$ cat src/rtl/sincronizador_vga_pkg.sv
// Shared VGA 640x480@60 Hz timing constants, also used by the drawing stages for MAX_X/MAX_Y.
package sincronizador_vga_pkg;

    localparam int CNT_W = 10;
    localparam int DIV_W = 4;

    localparam int PIX_DIV_DEF = 4;

    localparam int H_DISP_DEF = 640;
    localparam int H_FP_DEF   = 16;
    localparam int H_SYNC_DEF = 96;
    localparam int H_BP_DEF   = 48;
    localparam int H_TOTAL    = H_DISP_DEF + H_FP_DEF + H_SYNC_DEF + H_BP_DEF;

    localparam int V_DISP_DEF = 480;
    localparam int V_FP_DEF   = 10;
    localparam int V_SYNC_DEF = 2;
    localparam int V_BP_DEF   = 33;
    localparam int V_TOTAL    = V_DISP_DEF + V_FP_DEF + V_SYNC_DEF + V_BP_DEF;

    localparam int MAX_X = H_DISP_DEF - 1;
    localparam int MAX_Y = V_DISP_DEF - 1;

    function automatic logic en_ventana(
        input logic [CNT_W-1:0] valor,
        input logic [CNT_W-1:0] ini,
        input logic [CNT_W-1:0] fin
    );
        return (valor >= ini) && (valor <= fin);
    endfunction

endpackage

$ cat src/rtl/generador_tick_pixel.sv
// Pixel-rate enable: one-clk pulse every PIX_DIV system clocks, suppressed while in reset.
module generador_tick_pixel
    import sincronizador_vga_pkg::*;
#(
    parameter int PIX_DIV = PIX_DIV_DEF
) (
    input  logic clk,
    input  logic reset,
    output logic o_p_tick
);

    localparam logic [DIV_W-1:0] C_DIV_LAST = DIV_W'(PIX_DIV - 1);

    logic [DIV_W-1:0] r_div_cnt;
    logic             w_fin;

    assign w_fin = (r_div_cnt == C_DIV_LAST);

    // NOTE: state registers use non-blocking assignments so every flop samples pre-edge values.
    always_ff @(posedge clk) begin
        if (!reset) begin
            r_div_cnt <= '0;
        end else if (w_fin) begin
            r_div_cnt <= '0;
        end else begin
            r_div_cnt <= r_div_cnt + 1'b1;
        end
    end

    assign o_p_tick = w_fin && reset;

endmodule

$ cat src/rtl/sincronizador_vga.sv
// VGA scan counters with sync/blank outputs registered from the next count, so they stay
// coherent with pixel_x/pixel_y; line/frame strobes mark the last pixel of a line/frame.
module sincronizador_vga
    import sincronizador_vga_pkg::*;
#(
    parameter int   PIX_DIV  = PIX_DIV_DEF,
    parameter int   H_DISP   = H_DISP_DEF,
    parameter int   H_FP     = H_FP_DEF,
    parameter int   H_SYNC   = H_SYNC_DEF,
    parameter int   H_BP     = H_BP_DEF,
    parameter int   V_DISP   = V_DISP_DEF,
    parameter int   V_FP     = V_FP_DEF,
    parameter int   V_SYNC   = V_SYNC_DEF,
    parameter int   V_BP     = V_BP_DEF,
    parameter logic SYNC_POL = 1'b0
) (
    input  logic             clk,
    input  logic             reset,
    output logic             hsync,
    output logic             vsync,
    output logic             video_on,
    output logic             p_tick,
    output logic [CNT_W-1:0] pixel_x,
    output logic [CNT_W-1:0] pixel_y,
    output logic             line_tick,
    output logic             frame_tick
);

    localparam logic [CNT_W-1:0] C_H_DISP = CNT_W'(H_DISP);
    localparam logic [CNT_W-1:0] C_H_LAST = CNT_W'(H_DISP + H_FP + H_SYNC + H_BP - 1);
    localparam logic [CNT_W-1:0] C_HS_INI = CNT_W'(H_DISP + H_FP);
    localparam logic [CNT_W-1:0] C_HS_FIN = CNT_W'(H_DISP + H_FP + H_SYNC - 1);
    localparam logic [CNT_W-1:0] C_V_DISP = CNT_W'(V_DISP);
    localparam logic [CNT_W-1:0] C_V_LAST = CNT_W'(V_DISP + V_FP + V_SYNC + V_BP - 1);
    localparam logic [CNT_W-1:0] C_VS_INI = CNT_W'(V_DISP + V_FP);
    localparam logic [CNT_W-1:0] C_VS_FIN = CNT_W'(V_DISP + V_FP + V_SYNC - 1);

    logic             w_p_tick;
    logic [CNT_W-1:0] r_x;
    logic [CNT_W-1:0] r_y;
    logic [CNT_W-1:0] w_x_next;
    logic [CNT_W-1:0] w_y_next;
    logic             r_hsync;
    logic             r_vsync;
    logic             r_video_on;
    logic             w_fin_linea;

    generador_tick_pixel #(
        .PIX_DIV (PIX_DIV)
    ) u_tick (
        .clk      (clk),
        .reset    (reset),
        .o_p_tick (w_p_tick)
    );

    // NOTE: defaults first so every path assigns both outputs and no latch is inferred.
    always_comb begin
        w_x_next = r_x + 1'b1;
        w_y_next = r_y;
        if (r_x == C_H_LAST) begin
            w_x_next = '0;
            w_y_next = (r_y == C_V_LAST) ? '0 : r_y + 1'b1;
        end
    end

    // Decoding the next count keeps the registered outputs aligned with the counters.
    always_ff @(posedge clk) begin
        if (!reset) begin
            r_x        <= '0;
            r_y        <= '0;
            r_hsync    <= ~SYNC_POL;
            r_vsync    <= ~SYNC_POL;
            r_video_on <= 1'b0;
        end else if (w_p_tick) begin
            r_x        <= w_x_next;
            r_y        <= w_y_next;
            r_hsync    <= en_ventana(w_x_next, C_HS_INI, C_HS_FIN) ? SYNC_POL : ~SYNC_POL;
            r_vsync    <= en_ventana(w_y_next, C_VS_INI, C_VS_FIN) ? SYNC_POL : ~SYNC_POL;
            r_video_on <= (w_x_next < C_H_DISP) && (w_y_next < C_V_DISP);
        end
    end

    assign w_fin_linea = w_p_tick && (r_x == C_H_LAST);

    assign hsync      = r_hsync;
    assign vsync      = r_vsync;
    assign video_on   = r_video_on;
    assign p_tick     = w_p_tick;
    assign pixel_x    = r_x;
    assign pixel_y    = r_y;
    assign line_tick  = w_fin_linea;
    assign frame_tick = w_fin_linea && (r_y == C_V_LAST);

endmodule

$ cat config.mk
export PLATFORM = sky130hd
export DESIGN_NAME = sincronizador_vga
export DESIGN_NICKNAME = d
export VERILOG_FILES = /design/src/rtl/sincronizador_vga_pkg.sv /design/src/rtl/generador_tick_pixel.sv /design/src/rtl/sincronizador_vga.sv
export SDC_FILE = /design/constraint.sdc
export NUM_CORES = 1
export LEC_CHECK = 0
export BUFFER_PORTS_ARGS = -buffer_cell sky130_fd_sc_hd__clkbuf_2
export CAP_MARGIN = 20
export CORE_UTILIZATION = 56
export CTS_CLUSTER_SIZE = 20
export DETAILED_ROUTE_END_ITERATION = 10
export PLACE_DENSITY = 0.8
export SKIP_LAST_GASP = 1
export SYNTH_ARGS = -nofsm -noshare
export SYNTH_HDL_FRONTEND = slang
export SYNTH_SLANG_ARGS = --single-unit
$ cat constraint.sdc
create_clock -name clk -period 5.1 [get_ports clk]
set_input_delay 0.51 -clock clk [delete_from_list [all_inputs] [get_ports clk]]
set_output_delay 0.51 -clock clk [all_outputs]
set_load 0.02 [all_outputs]
-- After elaboration in Yosys (flattened, before gate mapping)
Index checks and enable logic that the tools add are counted.
- register bits: 27
- output and inout port bits: 26
- logic and storage cells: 31
- input port bits: 2
- $lt $le $gt $ge: 6
- equality and inequality tests: 3
- bitwise operators: 1
- $add $sub $neg: 3
- muxes and demuxes: 5
- reductions and logical operators: 7
- operator list (operator ; count):
    $mux W10 ; 3
    $add A10 B1 Y10 const B ; 2
    $eq A10 B10 Y1 const B ; 2
    $ge A10 B10 Y1 const B ; 1
    $ge A10 B9 Y1 const B ; 1
    $le A10 B10 Y1 const B ; 1
    $le A10 B9 Y1 const B ; 1
    $lt A10 B10 Y1 const B ; 1
    $lt A10 B9 Y1 const B ; 1
    $logic_and A1 B1 Y1 ; 6
    $add A4 B1 Y4 const B ; 1
    $eq A4 B2 Y1 const B ; 1
    $mux W1 ; 2
    $reduce_or A2 Y1 ; 1
    $not A1 Y1 ; 1

-- Depth between registers and ports, before layout
- word-level depth: 6
- mapped depth: 9
- gate-level depth less buffers: 8

-- Cells and area by module
Synthesis repeated with hierarchy kept, for this count alone.
- cells, all modules: 216
- area total of the unflattened synthesis: 1704.1 µm²
- modules (own cells, without submodules) (module ; seq. area each (µm²) ; area each (µm²) ; instances ; cells an instance):
    sincronizador_vga ; 460.4 ; 1531.5 ; 1 ; 199
    generador_tick_pixel ; 80.1 ; 172.7 ; 1 ; 17

-- Least setup slack after synthesis
OpenSTA, ideal clock, no wires.
- path kind: flip-flop to output port
- start point: register r_x[0], in the netlist pixel_x[0]
- end point: output frame_tick
- buffers on the path: 2
- arrival: 2.184 ns
- required time: 4.590 ns
- slack: 2.406 ns
- cell stages (with the launch flop): 7
- cells stage by stage: dfxtp_1 > ha_1 > nand4_2 > or3_1 > buf_2 > clkbuf_1 > nor3_1
- cells in the longest elaborated chain, start to end: 3
- ends and longest elaborated chain (element ; RTL line ; text):
    from (decl) ; sincronizador_vga.sv:39 ; logic [CNT_W-1:0] r_x;
    from (signal assigned) ; sincronizador_vga.sv:75 ; r_x <= w_x_next;
    $eq A10 B10 Y1 ; sincronizador_vga.sv:83 ; assign w_fin_linea = w_p_tick && (r_x == C_H_LAST);
    $logic_and A1 B1 Y1 ; sincronizador_vga.sv:83 ;
    $logic_and A1 B1 Y1 ; sincronizador_vga.sv:92 ; assign frame_tick = w_fin_linea && (r_y == C_V_LAST);
    to (decl) ; sincronizador_vga.sv:26 ; output logic frame_tick
No other way between the ends.

-- Final worst setup path
Ends and elaborated chain as after synthesis.

==> impl_metrics.py <==
metrics = {
    "status": {
        "outcome": "complete, no violations",
    },
    "clocking": {
        "cts_root_buf": "clkbuf_4",
        "clk_path_buf_depth": 2,
        "post_cts_buffers": 0,
        "path_clk_slew_ns": 0.16,
        "cts_resized": 0,
        "clk_latency_ns": 0.34,
        "clkSinkCount": 27,
        "h-tree-depth": 1,
        "ctsHoldBuffers": 0,
        "numCtsBuffers": 3,
        "tritoncts": "built",
    },
    "worst_setup_path": {
        "cp-startpoint": "pixel_x[0]",
        "critPathKind": "register to primary output",
        "crit_required_ns": 4.59,
        "cp_slowest_cell": "or3_1",
        "cp_max_fo": 16,
        "crit_path_max_incr_delay_ns": 0.68,
        "worst_setup_path_end_kind": "primary output",
        "crit_chain": "ha_1, nand4_2, or3_1, nor3_1, clkbuf_2",
        "crit_buf_inv": 1,
        "cp_top_family": "simple AND/OR/NAND/NOR gates",
        "r2r-start": "pixel_x[0]",
        "cp-start-kind": "register",
        "critPathArrivalTime_ns": 2.44,
    },
    "sta": {
        "clock-skew-final_ns": 0.00830,
        "min_period_over_period_pct": 57.8,
        "rsz0062_at_grt": "false",
        "hold_viol": 0,
        "maxSlewViolCount": 0,
        "clock.fmax_ghz": 0.339,
        "period_needed_ns": 2.95,
        "setup_violations": 0,
        "fin_setup_tns_ns": 0,
        "hold_slack_ns": 0.456,
        "worst_pin_slew_ns": 0.640,
        "max-slew-margin-rel_pct": 57.1,
    },
    "global_routing": {
        "grt_usage_pct": 28.2,
        "grt_antenna_before_repair": 0,
        "overflow": 0,
        "grt_pass1_vias": 1344,
        "grt_max_degree": 17,
        "grt_pass1_wl_um": 6070,
    },
    "synthesis": {
        "yosysMostFrequentCell": "dfxtp_1",
        "syn_nets": 208,
        "yosys-top-cells-count": "27 x dfxtp_1, 23 x nand2_1, 19 x nor2_1, 17 x o21ai_0, 15 x nand3_1",
        "netlist_instances": 201,
        "synth_ff_type": "dfxtp_1",
        "syn_area_per_cell_um2": 7.84,
        "ys_top_cells_by_area": "dfxtp_1 34%, nand2_1 5.5%, o21ai_0 5.4%",
        "netlist.area_leader.share_pct": 34.3,
        "synth_edf_count": 0,
        "netlist_area_mm2": 0.00158,
        "async_flop_share_pct": 0,
        "ys_ff_latch": 27,
        "synth_top_cell_by_area": "dfxtp_1",
        "yosysWarningCount": 0,
        "seq_area_frac_synth_pct": 34.3,
        "yosys.cell_types.count": 45,
    },
    "power": {
        "pwr-share-seq_pct": 63.6,
        "p_leak_nw": 0.663,
        "power_density_mw_per_mm2": 200,
        "intPower_mw": 0.254,
        "netSwitchingPower_mw": 0.0914,
        "ir_worst_vdd_uv": 151,
        "combPwrFrac_pct": 7.5,
        "switching_share_pct": 26.5,
        "p_clk_share_pct": 28.8,
    },
    "die": {
        "io_pins": 28,
        "rows": 18,
        "fp.dieW_um": 55.1,
        "core-area_mm2": 0.00257,
        "die_h_um": 55.1,
        "dieArea_mm2": 0.00303,
        "start_util_pct": 61.4,
    },
    "detailed_routing": {
        "vias": 1605,
        "antenna_left": 0,
        "drt_iter0_markers": 55,
        "wl_per_cell_um": 15.8,
        "routed_wirelength_um": 3990,
        "drc": 0,
        "via_per_inst": 6.37,
        "drtPass1Iterations": 4,
    },
    "layout": {
        "syn_to_final_growth_pct": 9.60,
        "nFillCells": 242,
        "fin_cells": 252,
        "antenna_cells": 0,
        "drive_above_1_share_pct": 18.0,
        "layout.nets": 230,
    },
    "placed_design": {
        "place_inst": 248,
        "place_hpwl_um": 2910,
        "port_buffers": 27,
        "place.gp.congestion": 0.890,
    },
    "run": {
        "drv_cap": 0,
    },
    "hold_path": {
        "min_path_type": "input port to register",
        "min_from": "reset",
    },
}
## routing by layer
metal | up-vias | global-route usage (%) | share of wire, %
li1 | 777 | - | -
met1 | 762 | 39.5 | 47
met2 | 61 | 44.6 | 46
met3 | 5 | 3.55 | 6.2
met4 | 0 | 8.75 | 1.1
met5 | - | 0 | 0
## layout by cell type (no fill, tap or decap), drive strengths merged, types with 2 or more instances in the layout
master  synthesis  final
clkbuf          6     30
o31ai           3      3
nand2          23     23
a31oi           4      4
nor2b           2      2
nand3          15     15
xor2            6      6
nor4            2      2
inv             6      6
dfxtp          27     27
a21oi          12     12
o41ai           2      2
or3             5      5
or3b            2      2
nor3            7      7
nor2           19     19
o21ai          18     18
nand4b          2      2
and3            4      4
o21a            2      2
ha              5      5
nand4           5      5
o32a            3      3
xnor2           4      4
## worst paths after layout
kind	to	slack [ns]	cells past startpoint
worst max-delay path	frame_tick	2.15	5
worst min-delay path	pixel_x[7]	0.46	2
worst min register to register	u_tick.r_div_cnt[0]	0.47	1
worst max register to register	video_on	2.30	7
## logic make-up after synthesis
kind of cell | share of synthesized area [%]
compound gates | 20.9
fa+ha+maj | 3.97
simple gates | 29.9
buf+inv | 4.68
mux | 0.714
flops | 34.3
xor+xnor | 5.56
## registers in the layout, summed over array words and instances, names as in the netlist
| register | count |
|---|---|
| vsync | 1 |
| u_tick.r_div_cnt | 4 |
| hsync | 1 |
| pixel_x | 10 |
| video_on | 1 |
| pixel_y | 10 |
## power by group through the flow
| stage | sequential [mW] | clock (mW) | combinational, mW |
|---|---|---|---|
| 6_report | 0.220 | 0.0997 | 0.0260 |
| 2_1_floorplan | 0.226 | 0 | 0.0153 |
| 5_1_grt | 0.221 | 0.107 | 0.0290 |
| 3_5_place_dp | 0.225 | 0 | 0.0260 |
| 4_1_cts | 0.220 | 0.103 | 0.0262 |
| 3_3_place_gp | 0.224 | 0 | 0.0250 |
## worst register-to-register path: stages (launching register included)
cell and delay (ns):
dfxtp_1 0.45, ha_1 0.23, nand4_2 0.26, or3_1 0.69, or4_4 0.61, a21oi_2 0.16
nor4_1 0.07, a32o_1 0.25
## final cells by class
type | count | area (um^2) | share of cell area [%]
Clock buffer | 3 | 22.5 | 1.30
Clock inverter | 1 | 7.51 | 0.434
Inverter | 6 | 22.5 | 1.30
Multi-Input combinational cell | 158 | 962 | 55.7
Sequential cell | 27 | 541 | 31.3
Tap cell | 30 | 37.5 | 2.17
Timing Repair Buffer | 27 | 135 | 7.82
## stage by stage
stage	util [%]	total power, mW	setup slack (ns)	instance area (um^2)
final	67.3	0.345	2.15	1730
after global routing	67.3	0.357	2.05	1730
after CTS	67.3	0.349	2.18	1730
after detailed placement	66.1	0.251	2.33	1700
after global placement	66.1	0.249	2.45	1700
after floorplan	-	0.241	2.41	1580
(Power assumes the default switching activity.)
